## config.mk

```make
export PLATFORM = sky130hd
export DESIGN_NAME = sram_arb_mp
export DESIGN_NICKNAME = d
export VERILOG_FILES = /design/src/rtl/sram_pkg.sv /design/src/rtl/sram_rr_arbiter.sv /design/src/rtl/sram_arb_mp.sv
export SDC_FILE = /design/constraint.sdc
export NUM_CORES = 2
export LEC_CHECK = 0
export CAP_MARGIN = 20
export CORE_MARGIN = 2
export CORE_UTILIZATION = 59
export DETAILED_ROUTE_END_ITERATION = 6
export PLACE_DENSITY = 0.75
export SYNTH_ARGS = -nofsm -noshare
export SYNTH_HDL_FRONTEND = slang
export SYNTH_HIERARCHICAL = 1
export SYNTH_SLANG_ARGS = --single-unit
export TNS_END_PERCENT = 5
```

## constraint.sdc

```tcl
create_clock -name clock -period 7.88 [get_ports clock]
set_clock_uncertainty 0.1 [all_clocks]
set_input_delay 1.576 -clock clock [delete_from_list [all_inputs] [get_ports clock]]
set_output_delay 1.576 -clock clock [all_outputs]
set_load 0.01 [all_outputs]
```

## src/rtl/sram_pkg.sv

```systemverilog
// Shared helpers for the multi-port SRAM: byte-lane count and port-index width.
`default_nettype none

package sram_pkg;

  function automatic int lanes(input int data_width);
    return data_width / 8;
  endfunction

  function automatic int idx_width(input int num_ports);
    return (num_ports > 1) ? $clog2(num_ports) : 1;
  endfunction

endpackage

`default_nettype wire

```

## src/rtl/sram_rr_arbiter.sv

```systemverilog
// Combinational round-robin arbiter; owns the rotating priority pointer.
`default_nettype none

module sram_rr_arbiter
  import sram_pkg::*;
#(
  parameter int NUM_PORTS = 4
) (
  input  logic                             clock,
  input  logic                             reset_b,
  input  logic [NUM_PORTS-1:0]             req_valid,
  output logic [NUM_PORTS-1:0]             grant,
  output logic [idx_width(NUM_PORTS)-1:0]  grant_idx
);

  localparam int IW = idx_width(NUM_PORTS);

  logic [IW-1:0] ptr_q;
  logic [IW-1:0] ptr_d;
  logic          found;
  int            scan_idx;

  // Grants are forced low while reset is held so no transfer can slip through.
  always_comb begin
    grant     = '0;
    grant_idx = '0;
    found     = 1'b0;
    scan_idx  = 0;
    ptr_d     = ptr_q;
    for (int i = 0; i < NUM_PORTS; i++) begin
      scan_idx = int'(ptr_q) + i;
      if (scan_idx >= NUM_PORTS) scan_idx = scan_idx - NUM_PORTS;
      if (!found && reset_b && req_valid[scan_idx]) begin
        found            = 1'b1;
        grant[scan_idx]  = 1'b1;
        grant_idx        = IW'(scan_idx);
      end
    end
    if (found) ptr_d = (int'(grant_idx) == NUM_PORTS - 1) ? '0 : grant_idx + IW'(1);
  end

  always_ff @(posedge clock or negedge reset_b) begin
    if (!reset_b) ptr_q <= '0;
    else          ptr_q <= ptr_d;
  end

endmodule

`default_nettype wire

```

## src/rtl/sram_arb_mp.sv

```systemverilog
// Multi-port SRAM: round-robin shared single-port array with byte enables,
// range checking and a fixed-latency read return pipeline.
`default_nettype none

module sram_arb_mp
  import sram_pkg::*;
#(
  parameter int ADDR_WIDTH   = 8,
  parameter int DATA_WIDTH   = 16,
  parameter int DEPTH        = 256,
  parameter int NUM_PORTS    = 4,
  parameter int READ_LATENCY = 2
) (
  input  logic                                clock,
  input  logic                                reset_b,
  input  logic [NUM_PORTS-1:0]                req_valid,
  output logic [NUM_PORTS-1:0]                req_ready,
  input  logic [NUM_PORTS-1:0]                req_write,
  input  logic [NUM_PORTS*ADDR_WIDTH-1:0]     req_address,
  input  logic [NUM_PORTS*DATA_WIDTH-1:0]     req_write_data,
  input  logic [NUM_PORTS*(DATA_WIDTH/8)-1:0] req_byte_en,
  output logic [NUM_PORTS-1:0]                rsp_valid,
  output logic [DATA_WIDTH-1:0]               rsp_read_data,
  output logic                                rsp_error,
  output logic                                wr_error
);

  localparam int LANES = lanes(DATA_WIDTH);
  localparam int IW    = idx_width(NUM_PORTS);
  localparam int LAST  = READ_LATENCY - 1;
  localparam logic [ADDR_WIDTH:0] DEPTH_LIM = (ADDR_WIDTH + 1)'(DEPTH);

  typedef struct packed {
    logic                  valid;
    logic [IW-1:0]         port;
    logic [DATA_WIDTH-1:0] data;
    logic                  error;
  } rd_entry_t;

  logic [NUM_PORTS-1:0]  grant;
  logic [IW-1:0]         gidx;
  logic                  xfer;
  logic                  sel_write;
  logic                  sel_oor;
  logic [ADDR_WIDTH-1:0] sel_addr;
  logic [DATA_WIDTH-1:0] sel_wdata;
  logic [LANES-1:0]      sel_be;
  logic [DATA_WIDTH-1:0] rd_data;
  logic                  wr_error_q;

  logic [DATA_WIDTH-1:0] mem_q  [DEPTH];
  rd_entry_t             pipe_q [READ_LATENCY];
  rd_entry_t             pipe_d [READ_LATENCY];

  sram_rr_arbiter #(
    .NUM_PORTS (NUM_PORTS)
  ) u_arb (
    .clock     (clock),
    .reset_b   (reset_b),
    .req_valid (req_valid),
    .grant     (grant),
    .grant_idx (gidx)
  );

  assign req_ready = grant;

  always_comb begin
    xfer      = |(req_valid & grant);
    sel_write = req_write[gidx];
    sel_addr  = req_address[int'(gidx)*ADDR_WIDTH +: ADDR_WIDTH];
    sel_wdata = req_write_data[int'(gidx)*DATA_WIDTH +: DATA_WIDTH];
    sel_be    = req_byte_en[int'(gidx)*LANES +: LANES];
    sel_oor   = {1'b0, sel_addr} >= DEPTH_LIM;
    rd_data   = sel_oor ? '0 : mem_q[sel_addr];
  end

  always_ff @(posedge clock) begin
    if (xfer && sel_write && !sel_oor) begin
      for (int b = 0; b < LANES; b++) begin
        if (sel_be[b]) mem_q[sel_addr][b*8 +: 8] <= sel_wdata[b*8 +: 8];
      end
    end
  end

  always_comb begin
    pipe_d[0] = '{valid: xfer && !sel_write, port: gidx, data: rd_data, error: sel_oor};
    for (int k = 1; k < READ_LATENCY; k++) pipe_d[k] = pipe_q[k-1];
  end

  // Payload only advances with a valid entry, so the output data holds between responses.
  always_ff @(posedge clock or negedge reset_b) begin
    if (!reset_b) begin
      for (int k = 0; k < READ_LATENCY; k++) pipe_q[k] <= '0;
      wr_error_q <= 1'b0;
    end else begin
      for (int k = 0; k < READ_LATENCY; k++) begin
        pipe_q[k].valid <= pipe_d[k].valid;
        if (pipe_d[k].valid) begin
          pipe_q[k].port  <= pipe_d[k].port;
          pipe_q[k].data  <= pipe_d[k].data;
          pipe_q[k].error <= pipe_d[k].error;
        end
      end
      wr_error_q <= xfer && sel_write && sel_oor;
    end
  end

  always_comb begin
    rsp_valid = '0;
    if (pipe_q[LAST].valid) rsp_valid[pipe_q[LAST].port] = 1'b1;
  end

  assign rsp_read_data = pipe_q[LAST].data;
  assign rsp_error     = pipe_q[LAST].valid && pipe_q[LAST].error;
  assign wr_error      = wr_error_q;

endmodule

`default_nettype wire

```

* Yosys cells after proc, flatten, opt, wreduce, memory -nomap -nowiden
Memory sizes are Yosys's and may differ from the RTL's. A register that Yosys moved wholly into a read port is not among the register bits. Index checks and enable logic that the tools add are counted.
Word-level totals: memories 1, input bits 114, output and inout port bits 26, logic and storage cells 106, register bits 24, memory bits (writable) 4096
Memory list:
- mem_q | depth 256, width 16, rd ports 1, clocked after Yosys merged registers in 1, write ports 1, line sram_arb_mp.sv:51 | logic [DATA_WIDTH-1:0] mem_q [DEPTH];
Cells by class: $lt $le $gt $ge 15, reductions and logical operators 20, eq/ne operators 1, add/sub/neg operators 8, multiplexer cells 48, shift-type cells 3, bitwise operators 4
Operators with widths (count):
- $ge 32x1->1 const B | 4
- $lt 32x4->1 const B | 4
- $mux 32 | 4
- $ge 32x4->1 const B | 3
- $sub 32x4->32 const B | 3
- $shiftx 64x7->16 | 1
- $shiftx 32x6->8 | 1
- $mux 1 | 24
- $mux 4 | 5
- $logic_and 1x1->1 | 14
- $or 4x4->4 | 3
- $bmux 1 s2 | 5
- $demux 1 s2 | 5
- $mux 2 | 5
- $shiftx 8x4->2 | 1
- $add 2x2->3 const B | 2
- $lt 2x3->1 const B | 2
- $logic_not 1->1 | 5
- $and 4x4->4 | 1
- $reduce_or 4->1 | 1
- $sub 2x3->4 const B | 1
- $add 2x1->3 const B | 1
- $ge 2x3->1 const B | 1
- $add 2x1->2 const B | 1
- other kinds (2) | 2

* Longest topological paths before layout
depth in word-level cells 24, gate-level depth with buffers 23, mapped depth without buffers 15

* By module
The synthesis kept the hierarchy.
Modules (own cells, without submodules):
- sram_arb_mp | times used 1, area an instance 165105.8 µm², cells each 9783, seq. area each 123948.9 µm²
- sram_rr_arbiter | times used 1, area an instance 585.6 µm², cells each 60, seq. area each 50.0 µm²

* Least setup slack after synthesis
OpenSTA, ideal clock, no wires.
path kind in2reg, start point input req_valid[3], end point memory mem_q[0][10], data pin, setup slack 1.022 ns, library setup time 0.552 ns, path buffers 5, stages 10, data arrival time 6.205 ns, cells stage by stage mux4_2 -> nor3b_2 -> a311o_1 -> and2_1 -> buf_6 -> buf_4 -> buf_2 -> buf_2 -> buf_1 -> mux4_2
Between the ends: longest elaborated chain between the ends 18, elaborated cells on any way between the ends 30, classes of those cells shift: 1; mux: 19; reduce/logical: 10
RTL lines:
- start, declared | line sram_arb_mp.sv:16 | input logic [NUM_PORTS-1:0] req_valid,
- $bmux 1 s2 | line sram_rr_arbiter.sv:33 | if (!found && reset_b && req_valid[scan_idx]) begin
- $mux 1 (not written as such) (2 in a row) | line sram_rr_arbiter.sv:33
- $logic_and 1x1->1 | line sram_rr_arbiter.sv:33
- $mux 1 | line sram_rr_arbiter.sv:33
- $logic_not 1->1 | line sram_rr_arbiter.sv:33
- $logic_and 1x1->1 (2 in a row) | line sram_rr_arbiter.sv:33
- $mux 1 | line sram_rr_arbiter.sv:33
- $logic_not 1->1 | line sram_rr_arbiter.sv:33
- $logic_and 1x1->1 (2 in a row) | line sram_rr_arbiter.sv:33
- $mux 1 | line sram_rr_arbiter.sv:33
- $logic_not 1->1 | line sram_rr_arbiter.sv:33
- $logic_and 1x1->1 (2 in a row) | line sram_rr_arbiter.sv:33
- $mux 2 (*) | line sram_rr_arbiter.sv:33
- net gidx[0] | line sram_arb_mp.sv:41 | logic [IW-1:0] gidx;
- $shiftx 64x7->16 (*) | line sram_arb_mp.sv:71 | sel_wdata = req_write_data[int'(gidx)*DATA_WIDTH +: DATA_WIDTH];
- net sel_wdata[10] | line sram_arb_mp.sv:46 | logic [DATA_WIDTH-1:0] sel_wdata;
- end, declared | line sram_arb_mp.sv:51
Mark *: on every way through the listed nets, which the timed path passes. The rest lies on a longest branch. The select of a mux whose other input is x is not followed.

==> results.cfg <==
[global_routing]
track_usage_pct = 34.9
grt_overflow = 0
grt_pass1_vias = 96300
grt_antenna_before_repair = 28
grt_pass1_wl_mm = 707
grt_max_degree = 197

[die]
initial_core_util_pct = 59.3
rows = 194
core_area_um2 = 279000
ios = 140
die-area_um2 = 285000
die_x_um = 534
die_h_um = 534

[yosys]
synth_edf_count = 4096
ys_ff_latch = 4136
avgSynthCellArea_um2 = 16.8
yosysWarnings = 6
synth_cells = 9843
synth_area_um2 = 166000
seq_area_frac_synth_pct = 74.8
synth-main-ff-cell = edfxtp_1
synthArstFlopShare_pct = 0.967
synth_cell_types = 75

[critical_path]
cp_max_fo = 24
path_cells = inv_1 -> ha_1 -> mux4_2 -> nor3b_2 -> o211ai_1 -> and2_4 -> buf_4 -> mux4_2 -> nand2b_1 -> or3_1 -> o21ai_0 -> nor3_1 -> and4_1 -> a31oi_1
end_kind = flip-flop
path_class = reg2reg
crit_buf_inv = 2
cpMostUsedCell = mux4_2
ff2ff_setup_slack_ps = 200
cpPeakStageDelay_ps = 1070
slowest_stage = nor3_1
crit_required_ps = 8570
r2r-end = pipe_d[12]
rr_worst_depth = 14
cpLargestDelayFamily = simple AND/OR/NAND/NOR gates
cp-start-kind = flip-flop
worstPathArrival_ps = 8370

[final_layout]
area_delta_synth_final_pct = 14.1
drive_gt1_share_pct = 15.7
fin_util_pct = 67.7
regArea_um2 = 124000
layout_common_cells = edfxtp_1, mux2i_1, nand2_1
multi_input_area_um2 = 38600
nets = 10600
fill_cells = 17500
finalNonFillerCells = 14500
layout_commonest_cell = edfxtp_1

[clock_tree]
postCtsHoldBufs = 0
tritoncts = done
cts_buffers = 402
post_cts_buffers = 0
ctsResizeCount = 0
clk_pin_slew_ps = 60
ctsLongestPathBuffers = 4
clk_latency_ps = 950
cts.sinks = 4136
cts_root_buf = clkbuf_16
cts_max_level = 5

[min_path]
hold_class = in2async

[timing]
clock.fmax_mhz = 130
tightest_slew_ps = 1250
fin_hold_ws_ps = 367
hold_viol = 0
rsz0062_at_grt = false
min_period_ps = 7680
slew_viol_final = 0
fin_setup_tns_ps = 0
fin_crit_sh_pct = 97.5
relSlewSlack_pct = 16.4
finalSetupViolations = 0

[routing]
drt-vias-per-instance = 6.84
vias = 99400
wl_per_cell_um = 34.6
drcViolationCount = 0
dr.pass1.iters = 7
wl_mm = 503
postRouteAntennaNets = 0
drt-initial-drc-count = 17400

[place]
port_buffers = 137
globalplace.congestion = 0.984
dp_hpwl_mm = 317
dp_cells = 13800

[flow_run]
drv_cap = 0

[status]
status = completed
==> Yosys cell counts (19+ instances only) <==
| master | count | area (um^2) |
|---|---|---|
| nand3_1 | 133 | 666 |
| mux4_2 | 267 | 6010 |
| buf_1 | 41 | 154 |
| a211oi_1 | 234 | 1760 |
| nand4_1 | 21 | 131 |
| buf_2 | 215 | 1080 |
| mux2_2 | 42 | 473 |
| a31oi_1 | 191 | 1190 |
| nor3_1 | 22 | 110 |
| edfxtp_1 | 4096 | 123000 |
| buf_6 | 33 | 372 |
| clkbuf_1 | 232 | 871 |
| o22ai_1 | 289 | 1810 |
| o21ai_0 | 74 | 370 |
| nand2_1 | 965 | 3620 |
| or4_1 | 19 | 143 |
| nor2_1 | 582 | 2180 |
| nor2b_1 | 231 | 1450 |
| buf_4 | 138 | 1040 |
| dfrtp_1 | 40 | 1000 |
| a32oi_1 | 24 | 210 |
| nor4_1 | 89 | 557 |
| mux2i_1 | 1476 | 14800 |
| a22oi_1 | 23 | 173 |
| a21oi_1 | 153 | 766 |
==> per-layer routing <==
layer | track usage [%] | wire length [um] | vias up
met3 | 10.1 | 73200 | 1695
met1 | 46.5 | 171000 | 49700
met5 | 0.233 | 218 | -
li1 | - | - | 39800
met4 | 20.9 | 36400 | 18
met2 | 51.5 | 223000 | 8197
==> sequential cells by signal, summed over array words and instances, names as in the netlist, named ones only <==
signal         count
mem_q           4096
pipe_d            19
rsp_read_data     16
pipe_q             3
u_arb/ptr_q        1
==> stage by stage <==
step / setup slack, ps / cell area [um^2]
2_1_floorplan: 1020 / 166000
3_3_place_gp: -841 / 175000
3_5_place_dp: -216 / 175000
4_1_cts: 564 / 189000
5_1_grt: 199 / 189000
6_report: 200 / 189000
==> cell type report <==
cell class | count | area share [%]
repair buffers | 871 | 4.35
clock buffers | 477 | 5.59
inverters | 4 | 0.00794
multi-input cells | 5044 | 20.4
clock inverters | 255 | 1.53
flip-flops and latches | 4136 | 65.6
well taps | 3724 | 2.47
diodes | 21 | 0.0278
==> logic make-up (layout without fill, tap and decap cells) <==
group | count (synthesis) | count (layout) | share of synthesized area (%)
flip-flops | 4136 | 4136 | 74.8
AO/OA/AOI/OAI | 1134 | 1134 | 4.56
multiplexers | 1786 | 1786 | 12.8
buffers and inverters | 664 | 1607 | 2.14
adder cells (fa/ha/maj) | 8 | 8 | 0.0604
other | 1 | 23 | 0.00226
XOR/XNOR | 1 | 1 | 0.00529
AND/OR/NAND/NOR | 2113 | 2113 | 5.55
==> how the worst max path moves through the flow <==
stage                       startpoint            to  slack [ps]  cells after the start
after floorplan           req_valid[3]  mem_q[0][10]        1020                     10
after global placement    req_valid[3]     pipe_d[8]        -840                     13
after detailed placement  req_valid[3]    pipe_d[10]        -220                     16
after CTS                    flip-flop     pipe_d[8]         560                     15
after global routing         flip-flop    pipe_d[10]         200                     17
final                        flip-flop    pipe_d[12]         200                     14
Power is left out: the tool's default activity adds up to more than one toggle a clock period on the data nets, which glitch-free logic cannot reach.
